--- src/rtl/mem_access_unit.sv ---
// rtl/mem_access_unit.sv - MIPS data-memory access unit with req/ack bus, lane steering and load extension
// Stalls the core from the IDLE cycle of a valid request until DONE; malformed requests retire with Err.
module mem_access_unit #(
  parameter int TIMEOUT_CYCLES = 255
) (
  input  logic        clk,
  input  logic        reset,
  input  logic        MemRead,
  input  logic        MemWrite,
  input  logic [1:0]  SizeCtl,
  input  logic        LoadSigned,
  input  logic [31:0] ALUResult,
  input  logic [31:0] WriteData,
  output logic [31:0] ReadData,
  output logic        Stall,
  output logic        Err,
  output logic        bus_req,
  output logic        bus_we,
  output logic [29:0] bus_addr,
  output logic [3:0]  bus_be,
  output logic [31:0] bus_wdata,
  input  logic        bus_ack,
  input  logic [31:0] bus_rdata
);

  typedef enum logic [1:0] {S_IDLE, S_REQ, S_DONE} state_t;

  localparam logic [9:0] LP_LIMIT = 10'(TIMEOUT_CYCLES - 1);

  state_t      r_state, w_next;
  logic [31:0] r_read_data;
  logic        r_bus_req, r_bus_we;
  logic [29:0] r_bus_addr;
  logic [3:0]  r_bus_be;
  logic [31:0] r_bus_wdata;
  logic [1:0]  r_size, r_off;
  logic        r_signed, r_timeout;
  logic [9:0]  r_cnt;

  logic        w_any, w_misalign, w_err_req, w_valid, w_limit;
  logic [3:0]  w_be;
  logic [31:0] w_wdata, w_load;
  logic [7:0]  w_byte;
  logic [15:0] w_half;

  assign w_any      = MemRead | MemWrite;
  assign w_misalign = (SizeCtl == 2'b01 && ALUResult[0]) ||
                      (SizeCtl == 2'b10 && ALUResult[1:0] != 2'b00);
  assign w_err_req  = w_any && ((MemRead && MemWrite) || SizeCtl == 2'b11 || w_misalign);
  assign w_valid    = w_any && !w_err_req;
  assign w_limit    = (r_cnt == LP_LIMIT);

  always_comb begin
    w_be    = 4'b1111;
    w_wdata = WriteData;
    case (SizeCtl)
      2'b00: begin
        w_be    = 4'b0001 << ALUResult[1:0];
        w_wdata = {4{WriteData[7:0]}};
      end
      2'b01: begin
        w_be    = 4'b0011 << ALUResult[1:0];
        w_wdata = {2{WriteData[15:0]}};
      end
      default: ;
    endcase
  end

  // Lane selection uses the offset latched in IDLE, not the live ALUResult.
  always_comb begin
    w_byte = bus_rdata[7:0];
    case (r_off)
      2'd1:    w_byte = bus_rdata[15:8];
      2'd2:    w_byte = bus_rdata[23:16];
      2'd3:    w_byte = bus_rdata[31:24];
      default: ;
    endcase
    w_half = r_off[1] ? bus_rdata[31:16] : bus_rdata[15:0];
    case (r_size)
      2'b00:   w_load = {{24{r_signed & w_byte[7]}}, w_byte};
      2'b01:   w_load = {{16{r_signed & w_half[15]}}, w_half};
      default: w_load = bus_rdata;
    endcase
  end

  always_ff @(posedge clk or posedge reset) begin
    if (reset) r_state <= S_IDLE;
    else       r_state <= w_next;
  end

  always_comb begin
    w_next = r_state;
    Stall  = 1'b0;
    Err    = 1'b0;
    case (r_state)
      S_IDLE: begin
        if (w_valid) begin
          Stall  = 1'b1;
          w_next = S_REQ;
        end else if (w_err_req) begin
          Err = 1'b1;
        end
      end
      S_REQ: begin
        Stall = 1'b1;
        if (bus_ack || w_limit) w_next = S_DONE;
      end
      S_DONE: begin
        Err    = r_timeout;
        w_next = S_IDLE;
      end
      default: w_next = S_IDLE;
    endcase
    if (reset) begin
      Stall = 1'b0;
      Err   = 1'b0;
    end
  end

  always_ff @(posedge clk or posedge reset) begin
    if (reset) begin
      r_read_data <= 32'd0;
      r_bus_req   <= 1'b0;
      r_bus_we    <= 1'b0;
      r_bus_addr  <= 30'd0;
      r_bus_be    <= 4'd0;
      r_bus_wdata <= 32'd0;
      r_size      <= 2'd0;
      r_off       <= 2'd0;
      r_signed    <= 1'b0;
      r_timeout   <= 1'b0;
      r_cnt       <= 10'd0;
    end else begin
      case (r_state)
        S_IDLE: begin
          if (w_valid) begin
            r_bus_req   <= 1'b1;
            r_bus_we    <= MemWrite;
            r_bus_addr  <= ALUResult[31:2];
            r_bus_be    <= w_be;
            r_bus_wdata <= w_wdata;
            r_size      <= SizeCtl;
            r_off       <= ALUResult[1:0];
            r_signed    <= LoadSigned;
            r_timeout   <= 1'b0;
            r_cnt       <= 10'd0;
          end
        end
        S_REQ: begin
          r_cnt <= r_cnt + 10'd1;
          // An ack in the limit cycle wins over the timeout.
          if (bus_ack) begin
            r_bus_req <= 1'b0;
            if (!r_bus_we) r_read_data <= w_load;
          end else if (w_limit) begin
            r_bus_req <= 1'b0;
            r_timeout <= 1'b1;
          end
        end
        S_DONE: begin
          r_timeout <= 1'b0;
          r_cnt     <= 10'd0;
        end
        default: ;
      endcase
    end
  end

  assign ReadData  = r_read_data;
  assign bus_req   = r_bus_req;
  assign bus_we    = r_bus_we;
  assign bus_addr  = r_bus_addr;
  assign bus_be    = r_bus_be;
  assign bus_wdata = r_bus_wdata;

endmodule

--- config.mk ---
export PLATFORM = sky130hd
export DESIGN_NAME = mem_access_unit
export DESIGN_NICKNAME = d
export VERILOG_FILES = /design/src/rtl/mem_access_unit.sv
export SDC_FILE = /design/constraint.sdc
export NUM_CORES = 1
export LEC_CHECK = 0
export CAP_MARGIN = 20
export CORE_MARGIN = 2
export CORE_UTILIZATION = 45
export DETAILED_ROUTE_END_ITERATION = 12
export GPL_ROUTABILITY_DRIVEN = 0
export PLACE_DENSITY = 0.84
export REMOVE_ABC_BUFFERS = 1
export SYNTH_ARGS = -nofsm -noshare
export SYNTH_HDL_FRONTEND = slang
export SYNTH_SLANG_ARGS = --single-unit
--- constraint.sdc ---
create_clock -name clk -period 6.2 [get_ports clk]
set_clock_uncertainty 0.2 [all_clocks]
set_input_delay 0.93 -clock clk [delete_from_list [all_inputs] [get_ports clk]]
set_output_delay 0.93 -clock clk [all_outputs]
set_load 0.1 [all_outputs]
==> run summary <==
Averaged over all synthesized cells, the footprint is between 10 and 15 µm². The critical path starts at SizeCtl[1]. The largest net degree at the start of global routing came out at around 100. The post-synthesis to final-layout area growth is 48.6%.

The TritonCTS clock tree is built. Setup violations remaining at the end of the flow were counted as 0. The main combinational cell family by area after synthesis is multiplexers. Once the clock tree was built, the setup fixing pass inserted 0 buffers.

For this design, the CTS-stage hold fixing added 0 buffers. The worst setup path is captured at a primary output. The number of different library cells in the post-synthesis netlist came out at 54. The sum of net half-perimeters after detailed placement is 11000 µm.

The register-to-register setup slack is roughly 3500 ps. During placement, the flow inserted port buffers numbering 205. The reported max-cap violation count came out at 0. The transition time at the pin with the least slew margin came out at approximately 1000 ps. The worst register-to-register path ends at ReadData[11].

The clock reaches the later pin of the worst-skew pair after around 410 ps. For this run, the register share of the synthesized area comes to 0.513. The relative max-transition margin came out at 0.307. The first-iteration detailed-routing DRC count came out at between 200 and 300.

The wire length per cell is roughly 17 µm. The number of antenna-violating nets in the routed design is 0. The wire length after detailed routing came out at about 16000 µm. Counting instances, the worst hold path has a depth of 2.

The maximum buffer depth of the clock tree is 2. The predominant post-synthesis flop cell is dfrtp_1. The kind of path behind the tightest hold check is reg2reg.

Of the available clock period, the critical path in the final layout requires 0.655. The width of the chip came out at about 120 µm. The complex-gate fraction of the synthesized area came out at 0.112. The number of CTS-inserted buffers came out at 17. Setup repair after global routing left no endpoint under its margin.

The number of cell instances on the worst register-to-register path is 4. The die outline height came out at between 100 and 150 µm. Of the total synthesized cell area, the portion taken by full adders, half adders and majority gates is 0.00435. After synthesis the netlist holds a flip-flop and latch count of between 100 and 150. The number of H-tree levels came out at 4. 0 antenna diodes ended up in the layout.

Once layout is complete, the utilization of the core stands at 0.681. The final critical path time including I/O delays and setup came out at 4060 ps. The count of synthesis-stage warnings from yosys is 0. The flow ran to the end, and the final reports show no timing, DRC or antenna violations. The area share of and/or/nand/nor cells after synthesis is 0.152.

The die covers ~14000 µm². STA classifies the critical path startpoint as an input port. about 210 I/O pins were placed. The total via count in the routed design came out at about 4800.

The multiplexer fraction of the synthesized cell area is 0.179. The number of flops mapped to enable cells by yosys is 0. The clock-pin slew reported for the worst setup and hold paths after clock tree synthesis came out at ~50 ps. The maximum frequency from static timing analysis came out at approximately 250 MHz.

The number of nets in the layout is 840. Dividing the detail-routed via count by the number of cells gives 5.27. For this run, the total global-route usage over all layers was measured as 0.232.

The initial core utilization is 0.458. The first TritonRoute pass finished after 4 iterations. The clock tree root buffer cell is clkbuf_16. The first-pass GRT wire length came out at around 24000 µm.

The critical path is of the in2out type. The XOR/XNOR share of the synthesized area came out at 0.00304. The via count of the first global-routing pass came out at between 5000 and 6000.

In the final layout, the share of cells above drive strength 1 is 0.116. The gate count after technology mapping is 537. Data on the critical path arrives at its endpoint at 2930 ps. The cell row count came out at 41.

The total area inside the core boundary comes to 12600 µm². The total grt overflow came out at 0. Following the worst setup path forward leads to its endpoint at Err.

The final count of hold timing violations is 0. The number of pins with negative max-slew slack in the final report is 0. In the routed design, unresolved DRC markers number 0.

The clock sink total is between 100 and 150. The required time at the endpoint of the critical path is between 5000 and 6000 ps. The number of instances resized during post-cts repair is 0. The mapped netlist covers roughly 5800 µm². Of all nets on the critical path, the largest fanout is 31.

The top cell types in the final layout, fill and taps aside, are clkdlybuf4s50_1 (203), dfrtp_1 (118), nand2_1 (73). The initial antenna violation count came out at 0. The fraction of synthesis flops using an asynchronous set or reset pin came out at 1.00.

Leaving out fill and tap cells, the most frequent cell in the layout is clkdlybuf4s50_1. The worst flop-to-flop path startpoint is r_state[0]. The worst hold slack after final layout came out at about 280 ps.
## layout make-up
cell class,instances,area [µm²]
clock buffer,25,505
clock inverter,7,140
fill,952,4020
inverter,10,40.0
multi-input combinational,376,2590
sequential,118,2950
tap,172,215
timing repair buffer,211,2100
## worst min path at each step
stage	slack [ps]	start	end
final	280	bus_wdata[13]	bus_wdata[13]
after global routing	310	bus_wdata[23]	bus_wdata[23]
after CTS	290	bus_wdata[13]	bus_wdata[13]
after detailed placement	280	bus_wdata[13]	bus_wdata[13]
after global placement	260	bus_wdata[24]	bus_wdata[24]
after floorplan	310	r_cnt[8]	r_cnt[8]
## worst max-delay path, cell delays in order
cell,delay (ps)
clkdlybuf4s50_1,460
buf_4,350
a21oi_1,150
nor3_1,210
a211oi_1,60
a2111oi_0,390
buf_4,360
## cell usage after synthesis (3+ instances only)
master / n / area share
inv_1: 10 / 0.0065
mux2_1: 3 / 0.0059
mux2_2: 3 / 0.0059
mux2i_1: 36 / 0.063
o21ai_0: 43 / 0.037
a31oi_1: 4 / 0.0043
nand2b_1: 10 / 0.011
mux2_4: 40 / 0.10
nor3b_1: 7 / 0.0091
buf_1: 3 / 0.0020
a211oi_1: 9 / 0.012
buf_6: 5 / 0.0098
or3_1: 6 / 0.0065
buf_2: 11 / 0.0096
nor2_1: 42 / 0.027
a21oi_1: 25 / 0.022
nand2_1: 73 / 0.048
dfrtp_1: 118 / 0.51
nor3_1: 3 / 0.0026
clkbuf_1: 14 / 0.0091
nand3_1: 23 / 0.020
nor2b_1: 7 / 0.0076
## per-stage QoR
step / TNS (ps) / std cells / worst slack, ps / cell area (µm²)
5_1_grt: 0 / 919 / 1910 / 8550
2_1_floorplan: -52150 / 504 / -923 / 5580
6_report: 0 / 919 / 2140 / 8550
3_3_place_gp: 0 / 887 / 2160 / 7910
4_1_cts: 0 / 919 / 2130 / 8550
3_5_place_dp: 0 / 887 / 2130 / 7910
## sequential cells by signal, summed over array words and instances, names as in the netlist
register   cells
ReadData      32
bus_wdata     32
bus_addr      30
r_cnt         10
bus_be         4
r_off          2
r_size         2
r_state        2
bus_req        1
bus_we         1
r_signed       1
r_timeout      1
## cell families after synthesis
| kind of cell | count (synthesis) |
|---|---|
| AND/OR/NAND/NOR | 185 |
| flip-flops | 118 |
| AO/OA/AOI/OAI | 105 |
| multiplexers | 82 |
| buffers and inverters | 43 |
| XOR/XNOR | 2 |
| adder cells (fa/ha/maj) | 2 |
## layer usage
metal	part of all wire	track usage
met5	0	0
met4	0.017	0.104
met3	0.065	0.0726
met2	0.53	0.405
met1	0.39	0.262
Power is left out: the tool's default activity adds up to more than one toggle a clock period on the data nets, which glitch-free logic cannot reach.
